File: config.mk
export PLATFORM = sky130hd
export DESIGN_NAME = apb_quad_gen
export DESIGN_NICKNAME = d
export VERILOG_FILES = /design/src/rtl/apb_quad_gen.sv
export SDC_FILE = /design/constraint.sdc
export NUM_CORES = 1
export LEC_CHECK = 0
export BUFFER_PORTS_ARGS = -buffer_cell sky130_fd_sc_hd__clkbuf_2
export CAP_MARGIN = 20
export CELL_PAD_IN_SITES_DETAIL_PLACEMENT = 1
export CELL_PAD_IN_SITES_GLOBAL_PLACEMENT = 2
export CORE_ASPECT_RATIO = 0.75
export CORE_MARGIN = 4
export CORE_UTILIZATION = 37
export CTS_CLUSTER_DIAMETER = 60
export CTS_CLUSTER_SIZE = 12
export DETAILED_ROUTE_END_ITERATION = 7
export GPL_ROUTABILITY_DRIVEN = 0
export HOLD_SLACK_MARGIN = 0.06
export PLACE_DENSITY = 0.8
export SYNTH_ARGS = -nofsm -noshare
export SYNTH_HDL_FRONTEND = slang
export SYNTH_SLANG_ARGS = --single-unit
File: constraint.sdc
create_clock -name apb_clock -period 4.1 [get_ports apb_clock]
set_clock_uncertainty 0.2 [all_clocks]
set_input_delay 0.205 -clock apb_clock [delete_from_list [all_inputs] [get_ports apb_clock]]
set_output_delay 0.205 -clock apb_clock [all_outputs]
set_load 0.01 [all_outputs]
File: src/rtl/apb_quad_gen.sv
// ---------------------------------------------------------------------------
// apb_quad_gen -- APB-mapped quadrature pulse generator.
//
// Emits a programmed number of A/B quadrature edges at a programmable rate
// and direction, and keeps a signed position count. It is the transmit side
// of the on-chip quadrature decoder: forward steps count +1 on the decoder,
// reverse steps count -1.
//
// Register map (byte offsets):
//   0x00 CTRL   [0] start (w1s, self-clears)  [1] stop_req (w1s, self-clears)
//               [2] cont  [3] dir (1=reverse)  [4] irq_en  [31:16] div
//   0x04 STAT   [0] busy  [1] done (sticky, write 0 to bit1 to clear)
//   0x08 STEPS  edge count per run
//   0x0C POS    signed position
//   0x10 REMAIN edges left in the current run (read-only)
//   other offsets read 0
//
// Ports:
//   apb_clock, resetn        clock, asynchronous active-low reset
//   stop                     debug halt, freezes divider and stepping
//   apb_psel .. apb_pwdata   APB slave inputs, no wait states
//   apb_prdata               registered read data
//   quad_a, quad_b           registered quadrature outputs
//   busy                     high while a run is in progress
//   irq                      done & irq_en, registered (QGEN_IRQ_EN only)
//
// Build option: define QGEN_IRQ_EN to add the irq port and CTRL[4].
//
// State table:
//   state  | meaning
//   IDLE   | outputs hold, waiting for start
//   RUN    | divider running, one quadrature edge every div+1 clocks
// ---------------------------------------------------------------------------
module apb_quad_gen #(
    parameter int DIV_BITS = 16,
    parameter int CNT_BITS = 32
) (
    input  logic        apb_clock,
    input  logic        resetn,
    input  logic        stop,
    input  logic        apb_psel,
    input  logic        apb_penable,
    input  logic        apb_pwrite,
    input  logic [11:0] apb_paddr,
    input  logic [31:0] apb_pwdata,
    output logic [31:0] apb_prdata,
    output logic        quad_a,
    output logic        quad_b,
`ifdef QGEN_IRQ_EN
    output logic        irq,
`endif
    output logic        busy
);

    typedef enum logic {S_IDLE = 1'b0, S_RUN = 1'b1} state_t;

    localparam logic [CNT_BITS-1:0] CNT_ONE = CNT_BITS'(1);
    localparam logic [DIV_BITS-1:0] DIV_ONE = DIV_BITS'(1);

    state_t                r_state;
    state_t                w_state_next;

    logic                  r_start;
    logic                  r_stop_req;
    logic                  r_cont;
    logic                  r_dir;
    logic [DIV_BITS-1:0]   r_div;
    logic                  r_done;
    logic [CNT_BITS-1:0]   r_steps;
    logic [CNT_BITS-1:0]   r_pos;
    logic [CNT_BITS-1:0]   r_remain;
    logic [DIV_BITS-1:0]   r_divcnt;
    logic [1:0]            r_ph;
    logic                  r_quad_a;
    logic                  r_quad_b;
    logic [31:0]           r_prdata;
`ifdef QGEN_IRQ_EN
    logic                  r_irq_en;
    logic                  r_irq;
`endif

    logic                  w_busy;
    logic                  w_wr;
    logic                  w_rd_setup;
    logic                  w_wr_ctrl;
    logic                  w_wr_stat;
    logic                  w_wr_steps;
    logic                  w_wr_pos;
    logic                  w_begin;
    logic                  w_zero_start;
    logic                  w_abort;
    logic                  w_step;
    logic                  w_last;
    logic                  w_reload;
    logic                  w_finish;
    logic [1:0]            w_ph_adv;
    logic [31:0]           w_rdata;
    logic                  w_unused;

    // ---------------- APB decode ----------------
    assign w_wr       = apb_psel && apb_penable && apb_pwrite;
    assign w_rd_setup = apb_psel && !apb_penable && !apb_pwrite;
    assign w_wr_ctrl  = w_wr && (apb_paddr == 12'h000);
    assign w_wr_stat  = w_wr && (apb_paddr == 12'h004);
    assign w_wr_steps = w_wr && (apb_paddr == 12'h008);
    assign w_wr_pos   = w_wr && (apb_paddr == 12'h00C);

`ifdef QGEN_IRQ_EN
    assign w_unused = ^apb_pwdata[15:5];
`else
    assign w_unused = ^apb_pwdata[15:4];
`endif

    // ---------------- run control ----------------
    assign w_begin      = (r_state == S_IDLE) && r_start && (r_steps != '0);
    assign w_zero_start = (r_state == S_IDLE) && r_start && (r_steps == '0);
    // A pending stop_req wins over a step landing in the same cycle, so
    // REMAIN and the outputs freeze exactly where the request found them.
    assign w_abort      = (r_state == S_RUN) && r_stop_req;
    assign w_step       = (r_state == S_RUN) && !r_stop_req && !stop &&
                          (r_divcnt == '0);
    assign w_last       = w_step && (r_remain == CNT_ONE);
    assign w_reload     = w_last && r_cont && (r_steps != '0);
    assign w_finish     = w_last && !w_reload;
    assign w_ph_adv     = r_dir ? (r_ph - 2'd1) : (r_ph + 2'd1);

    // ---------------- FSM: state register ----------------
    always_ff @(posedge apb_clock or negedge resetn) begin
        if (!resetn) begin
            r_state <= S_IDLE;
        end else begin
            r_state <= w_state_next;
        end
    end

    // ---------------- FSM: next state ----------------
    always_comb begin
        w_state_next = r_state;
        case (r_state)
            S_IDLE:  if (w_begin)              w_state_next = S_RUN;
            S_RUN:   if (w_abort || w_finish)  w_state_next = S_IDLE;
            default:                           w_state_next = S_IDLE;
        endcase
    end

    // ---------------- FSM: outputs ----------------
    always_comb begin
        w_busy = (r_state == S_RUN);
    end

    // ---------------- registers and datapath ----------------
    always_ff @(posedge apb_clock or negedge resetn) begin
        if (!resetn) begin
            r_start    <= 1'b0;
            r_stop_req <= 1'b0;
            r_cont     <= 1'b0;
            r_dir      <= 1'b0;
            r_div      <= '0;
            r_done     <= 1'b0;
            r_steps    <= '0;
            r_pos      <= '0;
            r_remain   <= '0;
            r_divcnt   <= '0;
            r_ph       <= 2'd0;
            r_quad_a   <= 1'b0;
            r_quad_b   <= 1'b0;
        end else begin
            if (w_wr_ctrl) begin
                r_cont <= apb_pwdata[2];
                r_dir  <= apb_pwdata[3];
                r_div  <= apb_pwdata[16 +: DIV_BITS];
            end

            // start is ignored while running; it stays set for the whole run
            if (w_wr_ctrl && apb_pwdata[0] && (r_state == S_IDLE)) begin
                r_start <= 1'b1;
            end else if (w_finish || w_abort || w_zero_start) begin
                r_start <= 1'b0;
            end

            // one-cycle pulse: acts in RUN, simply lapses in IDLE
            r_stop_req <= w_wr_ctrl && apb_pwdata[1];

            if (w_finish || w_zero_start) begin
                r_done <= 1'b1;
            end else if (w_wr_stat && !apb_pwdata[1]) begin
                r_done <= 1'b0;
            end

            if (w_wr_steps) begin
                r_steps <= apb_pwdata[CNT_BITS-1:0];
            end

            if (w_wr_pos) begin
                r_pos <= apb_pwdata[CNT_BITS-1:0];
            end else if (w_step) begin
                r_pos <= r_dir ? (r_pos - CNT_ONE) : (r_pos + CNT_ONE);
            end

            if (w_begin) begin
                r_remain <= r_steps;
            end else if (w_step) begin
                r_remain <= w_reload ? r_steps : (r_remain - CNT_ONE);
            end

            // Down-counter reloaded from div at every step, so a div change
            // only shapes whole periods and can never be overrun.
            if (w_begin) begin
                r_divcnt <= r_div;
            end else if ((r_state == S_RUN) && !stop) begin
                r_divcnt <= (r_divcnt == '0) ? r_div : (r_divcnt - DIV_ONE);
            end

            // ph -> {A,B}: 0->00 1->10 2->11 3->01, i.e. A = ph0^ph1, B = ph1
            if (w_step) begin
                r_ph     <= w_ph_adv;
                r_quad_a <= w_ph_adv[0] ^ w_ph_adv[1];
                r_quad_b <= w_ph_adv[1];
            end
        end
    end

`ifdef QGEN_IRQ_EN
    always_ff @(posedge apb_clock or negedge resetn) begin
        if (!resetn) begin
            r_irq_en <= 1'b0;
            r_irq    <= 1'b0;
        end else begin
            if (w_wr_ctrl) begin
                r_irq_en <= apb_pwdata[4];
            end
            r_irq <= r_done && r_irq_en;
        end
    end
    assign irq = r_irq;
`endif

    // ---------------- read path ----------------
    always_comb begin
        w_rdata = '0;
        case (apb_paddr)
            12'h000: begin
                w_rdata[0] = r_start;
                w_rdata[1] = r_stop_req;
                w_rdata[2] = r_cont;
                w_rdata[3] = r_dir;
`ifdef QGEN_IRQ_EN
                w_rdata[4] = r_irq_en;
`endif
                w_rdata[16 +: DIV_BITS] = r_div;
            end
            12'h004: w_rdata[1:0]          = {r_done, w_busy};
            12'h008: w_rdata[CNT_BITS-1:0] = r_steps;
            12'h00C: w_rdata[CNT_BITS-1:0] = r_pos;
            12'h010: w_rdata[CNT_BITS-1:0] = r_remain;
            default: w_rdata = '0;
        endcase
    end

    always_ff @(posedge apb_clock or negedge resetn) begin
        if (!resetn) begin
            r_prdata <= '0;
        end else if (w_rd_setup) begin
            r_prdata <= w_rdata;
        end
    end

    assign apb_prdata = r_prdata;
    assign quad_a     = r_quad_a;
    assign quad_b     = r_quad_b;
    assign busy       = w_busy;

endmodule

== Yosys cells after proc, flatten, opt, wreduce, memory -nomap -nowiden ==
Cells that the tools add are included.

* Add/sub/neg operators: 6
* Eq/ne operators: 5
* Multiplexer cells: 21
* Bitwise logic cells: 2
* Reductions and logical operators: 42

{| class="wikitable"
|+ Operator list
! kind !! number
|-
| 32-bit two-way mux || 6
|-
| 16-bit one-hot mux with 4 select lines || 1
|-
| 32-bit by 1-bit subtractor with 32-bit output (second input constant) || 2
|-
| 16-bit two-way mux || 3
|-
| 12-bit one-hot mux with 3 select lines || 1
|-
| 32-bit by 1-bit adder with 32-bit output (second input constant) || 1
|-
| 32-bit by 1-bit equality test with 1-bit output (second input constant) || 1
|-
| 32-bit zero test || 1
|-
| 32-bit nonzero test || 1
|-
| 12-bit by 4-bit equality test with 1-bit output (second input constant) || 2
|-
| 1-bit logical AND || 24
|-
| 16-bit zero test || 1
|-
| 16-bit by 1-bit subtractor with 16-bit output (second input constant) || 1
|-
| 12-bit by 3-bit equality test with 1-bit output (second input constant) || 1
|-
| 12-bit by 5-bit equality test with 1-bit output (second input constant) || 1
|-
| 12-bit zero test || 1
|-
| 2-bit one-hot mux with 5 select lines || 1
|-
| 2-bit nonzero test || 5
|-
| 2-bit one-hot mux with 4 select lines || 1
|-
| 1-bit zero test || 6
|-
| 1-bit two-way mux || 6
|-
| 1-bit logical OR || 3
|-
| 2-bit by 1-bit adder with 2-bit output (second input constant) || 1
|-
| 2-bit two-way mux || 1
|-
| other kinds (4) || 4
|}

* Register bits: 170
* Input bits: 50
* Output and inout bits: 35

== Longest topological paths before layout ==
Gate-level depths: netlist of the first run.

* Depth after elaboration: 13
* Depth in mapped cells: 13
* Mapped depth without buffers: 12

== Worst setup path before layout of the first run ==
Ideal clock, no wire load.

* Path type: register -> register
* Start: register r_dir
* End: register r_pos[28]
* Library setup time: 0.128 ns
* Arrival: 3.344 ns
* Data required time: 3.772 ns
* Setup slack: 0.428 ns
* Stages on the path, launching flop included: 12
* Path buffers: 0
* Path through: dfrtp_1 > ha_1 > a21o_1 > a21o_1 > a21o_1 > a221o_1 > a21o_1 > a41oi_2 > a21oi_2 > a221oi_2 > mux2i_1 > nand3_1

* Cells in the longest elaborated chain, start to end: 3

{| class="wikitable"
|+ Ends and longest elaborated chain
! element !! RTL line !! source
|-
| start, declared || 66 || <nowiki>logic r_dir;</nowiki>
|-
| start signal, assigned || 170 || <nowiki>r_dir <= apb_pwdata[3];</nowiki>
|-
| 32-bit two-way mux || 197 || <nowiki>r_pos <= r_dir ? (r_pos - CNT_ONE) : (r_pos + CNT_ONE);</nowiki>
|-
| 32-bit two-way mux || 196 || <nowiki>end else if (w_step) begin</nowiki>
|-
| 32-bit two-way mux || 194 || <nowiki>if (w_wr_pos) begin</nowiki>
|-
| end signal, assigned || 195 || <nowiki>r_pos <= apb_pwdata[CNT_BITS-1:0];</nowiki>
|-
| end signal, assigned || 197 ||
|-
| end, declared || 70 || <nowiki>logic [CNT_BITS-1:0] r_pos;</nowiki>
|}

No other way between the ends. The select of a mux whose other input is x is not followed.
A chain may end at the register's enable or synchronous reset.

== Worst setup path in the final report of the first run ==
* Start: register r_divcnt[0]
* End: register r_remain[16]

* Cells in the longest elaborated chain, start to end: 8
* Elaborated cells on any way between the ends: 9
* Classes of those cells: mux (3); reduce/logical (6)

{| class="wikitable"
|+ Ends and longest elaborated chain
! element !! RTL line !! source
|-
| start, declared || 72 || <nowiki>logic [DIV_BITS-1:0] r_divcnt;</nowiki>
|-
| start signal, assigned || 209 || <nowiki>r_divcnt <= r_div;</nowiki>
|-
| start signal, assigned || 211 || <nowiki>r_divcnt <= (r_divcnt == '0) ? r_div : (r_divcnt - DIV_ONE);</nowiki>
|-
| 16-bit zero test * || 121 || <nowiki>(r_divcnt == '0);</nowiki>
|-
| 1-bit logical AND * || 120 || <nowiki>assign w_step = (r_state == S_RUN) && !r_stop_req && !stop &&</nowiki>
|-
| 1-bit logical AND || 122 || <nowiki>assign w_last = w_step && (r_remain == CNT_ONE);</nowiki>
|-
| 1-bit logical AND (2 in a row) || 123 || <nowiki>assign w_reload = w_last && r_cont && (r_steps != '0);</nowiki>
|-
| 32-bit two-way mux || 203 || <nowiki>r_remain <= w_reload ? r_steps : (r_remain - CNT_ONE);</nowiki>
|-
| 32-bit two-way mux || 202 || <nowiki>end else if (w_step) begin</nowiki>
|-
| 32-bit two-way mux || 200 || <nowiki>if (w_begin) begin</nowiki>
|-
| end signal, assigned || 201 || <nowiki>r_remain <= r_steps;</nowiki>
|-
| end signal, assigned || 203 ||
|-
| end, declared || 71 || <nowiki>logic [CNT_BITS-1:0] r_remain;</nowiki>
|}

Mark *: on every way between the ends. The rest lies on a longest branch, timed or not. The select of a mux whose other input is x is not followed.

==> summary.txt, run 1 <==
Initial Utilization: 0.382
CP startpoint kind: flop
Via count: 9,433
I/O Buffers: 84
Cts bufs inserted: 17
#FFs+latches synth: 169
Synth area leaders: dfrtp_1 42%, mux2_2 6.8%, o21ai_0 5.7%, a21oi_1 5.2%, nor2_1 4.8%
Async SR Flop Fraction: 1.00
Largest net degree at the start of global routing: 69
CP endpoint kind: flop
CP Max Fanout: 15
Die span in x: 199 um
Crit path launch: r_divcnt[0]$_DFFE_PN0P_
Die height: 151 um
Dpl cells: 1,543
Setup TNS: 0 ns
Final hold violation count: 0
Post-synth top flop: dfrtp_1
Top cell type by total area after synthesis: dfrtp_1
Mapped Avg Cell Area: 8.75 um2
Most common cell in the synthesized netlist: dfrtp_1
Max Cap Viol: 0
Status: complete, no violations
Total detailed-routing wirelength: 36,100 um
First-pass GRT wire length: 57,300 um
Fin crit share: 0.906
Max clock buf depth: 2
Synthesized Nets: 1,235
Clock Pin Slew Worst Setup and Hold Paths: 0.07 ns
PD cells: 321 nW/um2
Post_cts resized: 0
Min-Delay Path Class: in -> reg
Vias in the first global route: 9,424
Ports: 85
DRC: 0
Synth warnings: 0
FILL cells: 3,091
Seq/Total Area, Yosys: 0.420
Fmax: 269 MHz
CTS HTree Levels: 4
Finished Layout Cells: 1,614
Vias per Instance: 5.84
Post-layout min period: 3.71 ns
Final setup fails: 0
Multi-input gate area: 5540 um2
FP Rows: 51
Ant diodes: 0
Dpl ws: 0.506 ns
Gate count of the mapped netlist: 1,151
Post-synth EDFFs: 0
Flip-flop and latch area: 4230 um2
Later-pin clock latency in the skew report: 0.45 ns
CTS hold repair buffers: 39
Die area: 29,900 um2
Setup ws final: 0.386 ns
Area grow syn2layout: 18.4%
Clk sinks: 169
Post-synth top cells: 169 x dfrtp_1, 130 x nor2_1, 124 x nand2_1
RSZ-0062 raised after global routing: false
Final Cell Area: 11,900 um2
CP Class: reg -> reg
Max VDD drop: 0.000293 V
Postcts setup bufs: 0
Leak Pwr: 0.00536 uW
Arrival time at the worst endpoint: 3.88 ns
Number of DRC markers in iteration 0: 806
Routed len/inst: 22.4 um
Worst hold start: apb_paddr[3]
GRT Total Usage: 0.248
Mapped Area: 10,100 um2
Post-route ant nets: 0
CORE AREA: 26,400 um2
Total global routing overflow: 0
Drt pass-1 iters: 5
Critical Path RT: 4.27 ns
Post-synth top area share: 0.420
DP Area: 10,900 um2
Worst slew pin tran: 0.867 ns
Max-slew headroom: 0.422
Reg2reg start: r_divcnt[0]$_DFFE_PN0P_
Slew Limit Fails: 0
Root buffer cell: clkbuf_16
Nets: 1,341
Ratio of cells with drive above 1 in the final layout: 0.176
Synth unique cells: 58
Initial antenna violation count: 0
Reg2Reg Setup Slack: 0.39 ns
CTS tree: built
DP Wirelength: 26,500 um
-- flip-flops by register name (all words and copies together) (netlist names) --
signal and cells:
r_ph 2, r_remain 32, r_pos 32, quad_a 1
r_start 1, r_divcnt 16, r_stop_req 1, apb_prdata 32
r_div 16, r_done 1, r_dir 1, busy 1
r_steps 32, r_cont 1
-- stage by stage --
step | total power (uW) | hold slack (ns) | utilization
after global routing | 3990 | 0.121 | 0.452
after floorplan | 1970 | -0.291 | -
after global placement | 2110 | 0.0674 | 0.415
after detailed placement | 2130 | 0.0705 | 0.415
after CTS | 3870 | 0.0629 | 0.452
final | 3830 | 0.0729 | 0.452
-- area by class of cell --
cell class / instances / share of cell area
well taps: 344 / 0.0361
repair buffers: 151 / 0.0883
clock inverters: 15 / 0.0147
flip-flops and latches: 169 / 0.355
clock buffers: 17 / 0.0357
inverters: 18 / 0.00567
multi-input cells: 900 / 0.465
-- where the power goes --
| part | total [uW] | switching (uW) | internal, uW | leakage (uW) |
|---|---|---|---|---|
| Sequential | 1810 | 74.6 | 1730 | 0.00223 |
| Combinational | 312 | 185 | 127 | 0.00283 |
| Clock | 1710 | 833 | 878 | 0.000297 |
-- critical path, cell delays in order (launching register included) --
cell and delay, ns:
dfrtp_1 0.40, inv_1 0.08, ha_1 0.16, nand2b_1 0.12, nor4b_2 0.39, nand4_1 0.30, or4_1 0.68, nor2_1 0.30
a21oi_1 0.33, buf_4 0.30, nand3_1 0.09, o21ai_0 0.08, a22oi_1 0.20
-- routing by layer --
layer | track usage | vias to the layer above | share of wire
met3 | 0.0585 | 27 | 0.068
met1 | 0.391 | 4753 | 0.52
met5 | 0 | - | 0
li1 | - | 4422 | -
met4 | 0.0431 | 0 | 0.0088
met2 | 0.347 | 231 | 0.41
-- layout by cell type (no fill, tap or decap), drive strengths merged, types with 4 or more instances in the layout --
| master | instances |
|---|---|
| o21ai | 133 |
| mux2 | 61 |
| mux2i | 8 |
| o22ai | 10 |
| dlygate4sd3 | 39 |
| a22oi | 21 |
| buf | 29 |
| nand3 | 20 |
| xor2 | 18 |
| nor2 | 131 |
| nand4 | 7 |
| nor4 | 25 |
| a221oi | 31 |
| ha | 33 |
| inv | 28 |
| o21bai | 4 |
| and2 | 4 |
| dfrtp | 169 |
| or3 | 7 |
| clkbuf | 100 |
| a211oi | 7 |
| or4 | 6 |
| xnor2 | 13 |
| o31ai | 6 |
| nand2 | 124 |
| o21a | 6 |
| and3 | 8 |
| a21o | 17 |
| a31oi | 11 |
| nor3 | 43 |
| nor3b | 7 |
| a21oi | 106 |
| clkinv | 4 |
| nand2b | 10 |
-- worst paths after layout --
kind,endpoint,depth (start not counted)
hold / removal,r_stop_req$_DFF_PN0_,3
setup reg to reg,r_remain[16]$_DFFE_PN0P_,12
setup / recovery,r_remain[16]$_DFFE_PN0P_,12
hold reg to reg,apb_prdata[18]$_DFFE_PN0P_,2
max in group asynchronous,r_pos[7]$_DFFE_PN0P_,3
min in group asynchronous,apb_prdata[13]$_DFFE_PN0P_,2
-- cells by family (layout without fill, tap and decap cells) --
family	after synthesis	count (layout)	share of synthesized area
adder cells (fa/ha/maj)	34	34	0.0430
flip-flops	169	169	0.420
AO/OA/AOI/OAI	362	362	0.216
multiplexers	69	69	0.0762
buffers and inverters	82	201	0.0328
XOR/XNOR	31	31	0.0270
AND/OR/NAND/NOR	404	404	0.185
Note: power is estimated with default switching activity, not from simulation.
==> run 2, diff against run 1 <==
--- a/config.mk
+++ b/config.mk
@@ -5,19 +5,20 @@
 export SDC_FILE = /design/constraint.sdc
 export NUM_CORES = 1
 export LEC_CHECK = 0
+export ABC_AREA = 1
 export BUFFER_PORTS_ARGS = -buffer_cell sky130_fd_sc_hd__clkbuf_2
 export CAP_MARGIN = 20
 export CELL_PAD_IN_SITES_DETAIL_PLACEMENT = 1
 export CELL_PAD_IN_SITES_GLOBAL_PLACEMENT = 2
 export CORE_ASPECT_RATIO = 0.75
 export CORE_MARGIN = 4
-export CORE_UTILIZATION = 37
+export CORE_UTILIZATION = 35
 export CTS_CLUSTER_DIAMETER = 60
 export CTS_CLUSTER_SIZE = 12
 export DETAILED_ROUTE_END_ITERATION = 7
 export GPL_ROUTABILITY_DRIVEN = 0
 export HOLD_SLACK_MARGIN = 0.06
-export PLACE_DENSITY = 0.8
+export PLACE_DENSITY = 0.81
 export SYNTH_ARGS = -nofsm -noshare
 export SYNTH_HDL_FRONTEND = slang
 export SYNTH_SLANG_ARGS = --single-unit
==> summary.txt, run 2 <==
Status: complete, no violations
Ratio of cells with drive above 1 in the final layout: 0.104
CP startpoint kind: flop
Max VDD drop: 0.000342 V
Max-slew headroom: 0.333
Reg2Reg Setup Slack: 0.87 ns
Met3 Track Usage GR: 0.0462
Commonest non-fill, non-tap cell in the layout: nand2_1
I/O Buffers: 84
Setup TNS: 0 ns
Post-layout min period: 3.23 ns
Synth warnings: 0
FP Rows: 57
DP Wirelength: 36,200 um
Critical Path RT: 4.30 ns
Clk sinks: 169
RSZ-0062 raised after global routing: false
Post-synth top flop: dfrtp_1
Root buffer cell: clkbuf_16
Initial antenna violation count: 0
Ports: 85
PD cells: 522 nW/um2
Ant diodes: 0
Post-synth EDFFs: 0
Met1 Resource Use GR: 0.387
CP Class: reg -> reg
Cts bufs inserted: 17
Worst slew pin tran: 0.998 ns
Synth unique cells: 48
Arrival time at the worst endpoint: 3.43 ns
First-pass GRT wire length: 73,300 um
Met2 Use GR: 0.386
Via count: 11,999
CTS tree: built
Cells along the critical path: nor2_1 > nand4_1 > nor2_2 > nand2_4 > nand2_4 > inv_2 > nor2_4 > inv_2 > nand2_1 > nand2_1
Min-Delay Path Class: in -> reg
FILL cells: 4,214
Vias per Instance: 5.30
Overall Power: 7070 uW
Routed len/inst: 20.9 um
Dpl cells: 2,199
Mapped Avg Cell Area: 6.91 um2
Total global routing overflow: 0
Most Crowded Layer GR: met1
Fin crit share: 0.788
Max Cap Viol: 0
Nets: 1,894
Later-pin clock latency in the skew report: 0.46 ns
Max clock buf depth: 2
Slowest CP cell: inv_2
Synthesized Nets: 1,795
CTS HTree Levels: 4
Post-synth top area share: 0.358
CP Max Fanout: 35
Die area: 36,800 um2
Int Pwr: 3970 uW
Most common cell in the synthesized netlist: nand2_1
CORE AREA: 32,900 um2
Gate count of the mapped netlist: 1,711
Reg power frac: 0.314
Top cell type by total area after synthesis: dfrtp_1
Synth area leaders: dfrtp_1 36%, nand2_1 20%, o21ai_0 5.8%, inv_1 4.9%, nor2_1 4.5%
Post_cts resized: 0
Clock group share of total power: 0.249
GRT Total Usage: 0.260
Number of DRC markers in iteration 0: 840
DRC: 0
Mapped Area: 11,800 um2
Post-route ant nets: 0
Clock Pin Slew Worst Setup and Hold Paths: 0.07 ns
Post-synth top cells: 628 x nand2_1, 169 x dfrtp_1, 155 x inv_1
Psw: 3090 uW
Die span in x: 220 um
Total detailed-routing wirelength: 47,300 um
Async SR Flop Fraction: 1.00
Crit path buf inv count: 2
CP endpoint kind: flop
Comb pwr share: 0.437
Initial Utilization: 0.360
Area grow syn2layout: 14.4%
Vias in the first global route: 12,163
Final hold violation count: 0
Sw frac: 0.438
Commonest non-fill, non-tap cells in the layout: 628 x nand2_1, 169 x dfrtp_1, 155 x inv_1
Worst path max stage delay: 0.62 ns
Die height: 167 um
#FFs+latches synth: 169
Largest net degree at the start of global routing: 88
Seq/Total Area, Yosys: 0.358
Leak Pwr: 0.00710 uW
Crit-path leading delay family: simple AND/OR/NAND/NOR gates
Drt pass-1 iters: 6
Fmax: 309 MHz
Final setup fails: 0
Slew Limit Fails: 0
Finished Layout Cells: 2,265
run 2: cell type report:
class,count,area [um2],share of cell area
Clock buffer,24,462,0.0341
Clock inverter,8,144,0.0106
Inverter,174,653,0.0483
Multi-Input combinational cell,1316,6600,0.488
Sequential cell,169,4230,0.313
Tap cell,442,553,0.0409
Timing Repair Buffer,132,885,0.0654
run 2: per-stage QoR:
| step | instance area [um2] | setup slack (ns) | util | hold slack (ns) |
|---|---|---|---|---|
| floorplan | 11800 | 1.48 | - | -0.291 |
| global placement | 12600 | 0.958 | 0.383 | 0.155 |
| detailed placement | 12600 | 0.890 | 0.383 | 0.160 |
| CTS | 13500 | 0.853 | 0.411 | 0.0829 |
| global route | 13500 | 0.627 | 0.411 | 0.120 |
| finish | 13500 | 0.868 | 0.411 | 0.112 |
run 2: logic make-up (layout without fill, tap and decap cells):
| group | after synthesis | count (layout) | share of synthesized area |
|---|---|---|---|
| and+or+nand+nor | 940 | 940 | 0.337 |
| AOI/OAI and AO/OA | 264 | 264 | 0.122 |
| buffers and inverters | 226 | 338 | 0.0846 |
| DFF | 169 | 169 | 0.358 |
| xor gates and xnor gates | 57 | 57 | 0.0422 |
| adders and majority gates | 34 | 34 | 0.0366 |
| muxes | 21 | 21 | 0.0200 |
run 2: power by group through the flow:
stage / logic (uW) / registers, uW / clock network (uW)
floorplan: 2200 / 2140 / 0
global placement: 2940 / 2240 / 0
detailed placement: 3020 / 2250 / 0
CTS: 3070 / 2220 / 1790
global route: 3500 / 2260 / 1860
finish: 3090 / 2220 / 1760
run 2: worst paths after layout:
kind | startpoint | to | depth (start not counted)
max in group asynchronous | resetn | r_pos[0]$_DFFE_PN0P_ | 3
min in group asynchronous | resetn | r_divcnt[3]$_DFFE_PN0P_ | 2
setup / recovery | r_steps[18]$_DFFE_PN0P_ | r_remain[1]$_DFFE_PN0P_ | 10
hold reg to reg | apb_prdata[29]$_DFFE_PN0P_ | apb_prdata[29]$_DFFE_PN0P_ | 2
setup reg to reg | r_steps[18]$_DFFE_PN0P_ | r_remain[1]$_DFFE_PN0P_ | 10
hold / removal | apb_paddr[2] | r_done$_DFFE_PN0P_ | 4
run 2: per-layer routing:
metal | vias up | wire length (um)
met4 | 0 | 1050
li1 | 5700 | -
met2 | 308 | 20700
met3 | 54 | 2500
met5 | - | 0
met1 | 5937 | 23000
run 2: worst register-to-register path, stage by stage (launching register included):
cell	delay [ns]
dfrtp_1	0.52
nor2_1	0.09
nand4_1	0.14
nor2_2	0.09
nand2_4	0.41
nand2_4	0.27
inv_2	0.62
nor2_4	0.06
inv_2	0.51
nand2_1	0.18
nand2_1	0.10
run 2: timing repair:
| action | 4_1_cts | 5_1_grt |
|---|---|---|
| hold endpoints to repair | 171 | 0 |
| setup endpoints to repair | 0 | 0 |
| hold buffers | 34 | 0 |
| setup buffers | 0 | 0 |
==> run 3, diff against run 2 <==
==> config.mk (replaced) <==
export PLATFORM = sky130hd
export DESIGN_NAME = apb_quad_gen
export DESIGN_NICKNAME = d
export VERILOG_FILES = /design/src/rtl/apb_quad_gen.sv
export SDC_FILE = /design/constraint.sdc
export NUM_CORES = 1
export LEC_CHECK = 0
export ABC_AREA = 0
export BUFFER_PORTS_ARGS = -buffer_cell sky130_fd_sc_hd__clkbuf_2
export CAP_MARGIN = 20
export CELL_PAD_IN_SITES_DETAIL_PLACEMENT = 1
export CELL_PAD_IN_SITES_GLOBAL_PLACEMENT = 2
export CORE_ASPECT_RATIO = 0.75
export CORE_MARGIN = 4
export CORE_UTILIZATION = 34
export CTS_CLUSTER_DIAMETER = 60
export CTS_CLUSTER_SIZE = 12
export DETAILED_ROUTE_END_ITERATION = 7
export GPL_ROUTABILITY_DRIVEN = 0
export HOLD_SLACK_MARGIN = 0.06
export PLACE_DENSITY = 0.77
export SYNTH_ARGS = -nofsm -noshare
export SYNTH_HDL_FRONTEND = slang
export SYNTH_SLANG_ARGS = --single-unit
==> constraint.sdc (replaced) <==
create_clock -name apb_clock -period 2.8 [get_ports apb_clock]
set_clock_uncertainty 0.2 [all_clocks]
set_input_delay 0.14 -clock apb_clock [delete_from_list [all_inputs] [get_ports apb_clock]]
set_output_delay 0.14 -clock apb_clock [all_outputs]
set_load 0.01 [all_outputs]
==> summary.txt, run 3 (same netlist as run 1, synthesis figures left out) <==
Via count: 10,765
RSZ-0062 raised after global routing: true
Cts bufs inserted: 17
Met1 Resource Use GR: 0.388
Worst slew pin tran: 0.853 ns
Met2 Use GR: 0.411
DP Wirelength: 30,600 um
CP startpoint kind: flop
Clock Pin Slew Worst Setup and Hold Paths: 0.08 ns
Reg2reg end: r_pos[30]$_DFFE_PN0P_
CORE AREA: 29,100 um2
Routed len/inst: 23.3 um
Die area: 32,500 um2
Initial Utilization: 0.346
Final hold violation count: 0
Flip-flop and latch area: 4230 um2
Clk sinks: 169
Commonest non-fill, non-tap cells in the layout: 208 x buf_4, 168 x dfrtp_1, 121 x nand2_1
Max clock buf depth: 2
Total detailed-routing wirelength: 44,100 um
Slew Limit Fails: 0
Vias in the first global route: 11,167
Arrival time at the worst endpoint: 3.37 ns
CP Class: reg -> reg
CP Max Fanout: 5
Finished Layout Cells: 1,895
Multi-input gate area: 6590 um2
Die height: 157 um
Post-layout min period: 3.25 ns
Reg2reg path depth: 12
Min-Delay Path Class: in -> async
Ratio of cells with drive above 1 in the final layout: 0.409
Final setup fails: 51
Max-slew headroom: 0.430
Leak Pwr: 0.00676 uW
Ant diodes: 0
FP Rows: 54
Fmax: 308 MHz
CTS HTree Levels: 4
Failing checks: negative setup slack
Reg2Reg Setup Slack: -0.45 ns
Fin crit share: 1.16
Met3 Track Usage GR: 0.0583
Post-route ant nets: 0
I/O Buffers: 84
DRC: 0
Max Cap Viol: 0
Initial antenna violation count: 0
Reg2reg start: r_dir$_DFFE_PN0N_
Number of DRC markers in iteration 0: 911
Ports: 85
Setup ws final: -0.451 ns
CTS tree: built
Max VDD drop: 0.000413 V
Dpl cells: 1,782
Drt pass-1 iters: 5
Die span in x: 207 um
Later-pin clock latency in the skew report: 0.45 ns
Area grow syn2layout: 50.9%
Commonest non-fill, non-tap cell in the layout: buf_4
Overall Power: 5670 uW
FILL cells: 3,283
DP Area: 12,700 um2
Most Crowded Layer GR: met2
Largest net degree at the start of global routing: 66
First-pass GRT wire length: 66,300 um
PD cells: 373 nW/um2
Final Cell Area: 15,200 um2
Status: complete, but fails checks
Nets: 1,574
GRT Total Usage: 0.267
Root buffer cell: clkbuf_16
Final core utilization: 0.522
Total global routing overflow: 0
Critical Path RT: 2.92 ns
Vias per Instance: 5.68
CP endpoint kind: flop
==> run 3: changes by cell type in the layout (fill, tap and decap cells not counted), sizes merged, moves of 22 or more <==
cell    before  now
nand2      642  124
xor2        40   18
a21oi       58  106
mux2        21   61
inv        173   24
nor4         2   25
nor3        15   43
a221oi       0   31
nor2       163  131
nand3       94   20
buf         15  259
==> run 3: worst max path at each step <==
stage / startpoint / end / depth (start not counted)
after floorplan: r_dir$_DFFE_PN0N_ / r_pos[28]$_DFFE_PN0P_ / 10
after global placement: r_dir$_DFFE_PN0N_ / r_pos[31]$_DFFE_PN0P_ / 12
after detailed placement: r_dir$_DFFE_PN0N_ / r_pos[31]$_DFFE_PN0P_ / 13
after CTS: r_dir$_DFFE_PN0N_ / r_pos[30]$_DFFE_PN0P_ / 12
after global routing: r_dir$_DFFE_PN0N_ / r_pos[24]$_DFFE_PN0P_ / 14
final: r_dir$_DFFE_PN0N_ / r_pos[30]$_DFFE_PN0P_ / 12
==> run 3: repair_timing <==
action | CTS | global route
setup buffers | 23 | 14
gates resized for setup | 158 | 114
setup endpoints to repair | 63 | 67
pin swaps | 76 | 66
hold buffers | 41 | 0
gates cloned | 9 | 1
endpoints found under the hold margin | 234 | 0
==> run 3: worst max-delay path, stage by stage, from the launching register on <==
cell and delay, ns:
dfrtp_4 0.52, buf_6 0.13, ha_4 0.20, a21o_1 0.18, a21o_1 0.17, a21o_1 0.17
a221o_1 0.32, a21o_1 0.17, a41oi_2 0.27, a21oi_4 0.13, a221oi_4 0.33, mux2i_1 0.25
o21ai_1 0.08
==> run 3: final cells by class <==
type / instances / area share
clock buffer: 19 / 0.0298
multi-input combinational: 900 / 0.434
timing repair buffer: 384 / 0.214
sequential: 169 / 0.278
inverter: 18 / 0.00444
tap: 392 / 0.0323
clock inverter: 13 / 0.00724
==> run 3: where the power goes <==
part / internal [uW] / switching, uW
Combinational: 315 / 360
Sequential: 2540 / 94.4
Clock: 1210 / 1150
==> run 3: per-stage QoR <==
stage          setup WS [ns]  hold slack (ns)  setup TNS (ns)
2_1_floorplan         -0.308           -0.356           -1.33
3_3_place_gp          -0.418         -0.00876          -13.93
3_5_place_dp          -0.532          -0.0108          -12.12
4_1_cts               -0.417           0.0690           -6.23
5_1_grt               -0.588            0.131          -14.60
6_report              -0.451           0.0665           -8.67
==> run 3: metal layers <==
layer | routed length (um) | share of wire
met1 | 20200 | 0.46
met2 | 19800 | 0.45
met3 | 3160 | 0.072
met4 | 903 | 0.020
met5 | 0 | 0
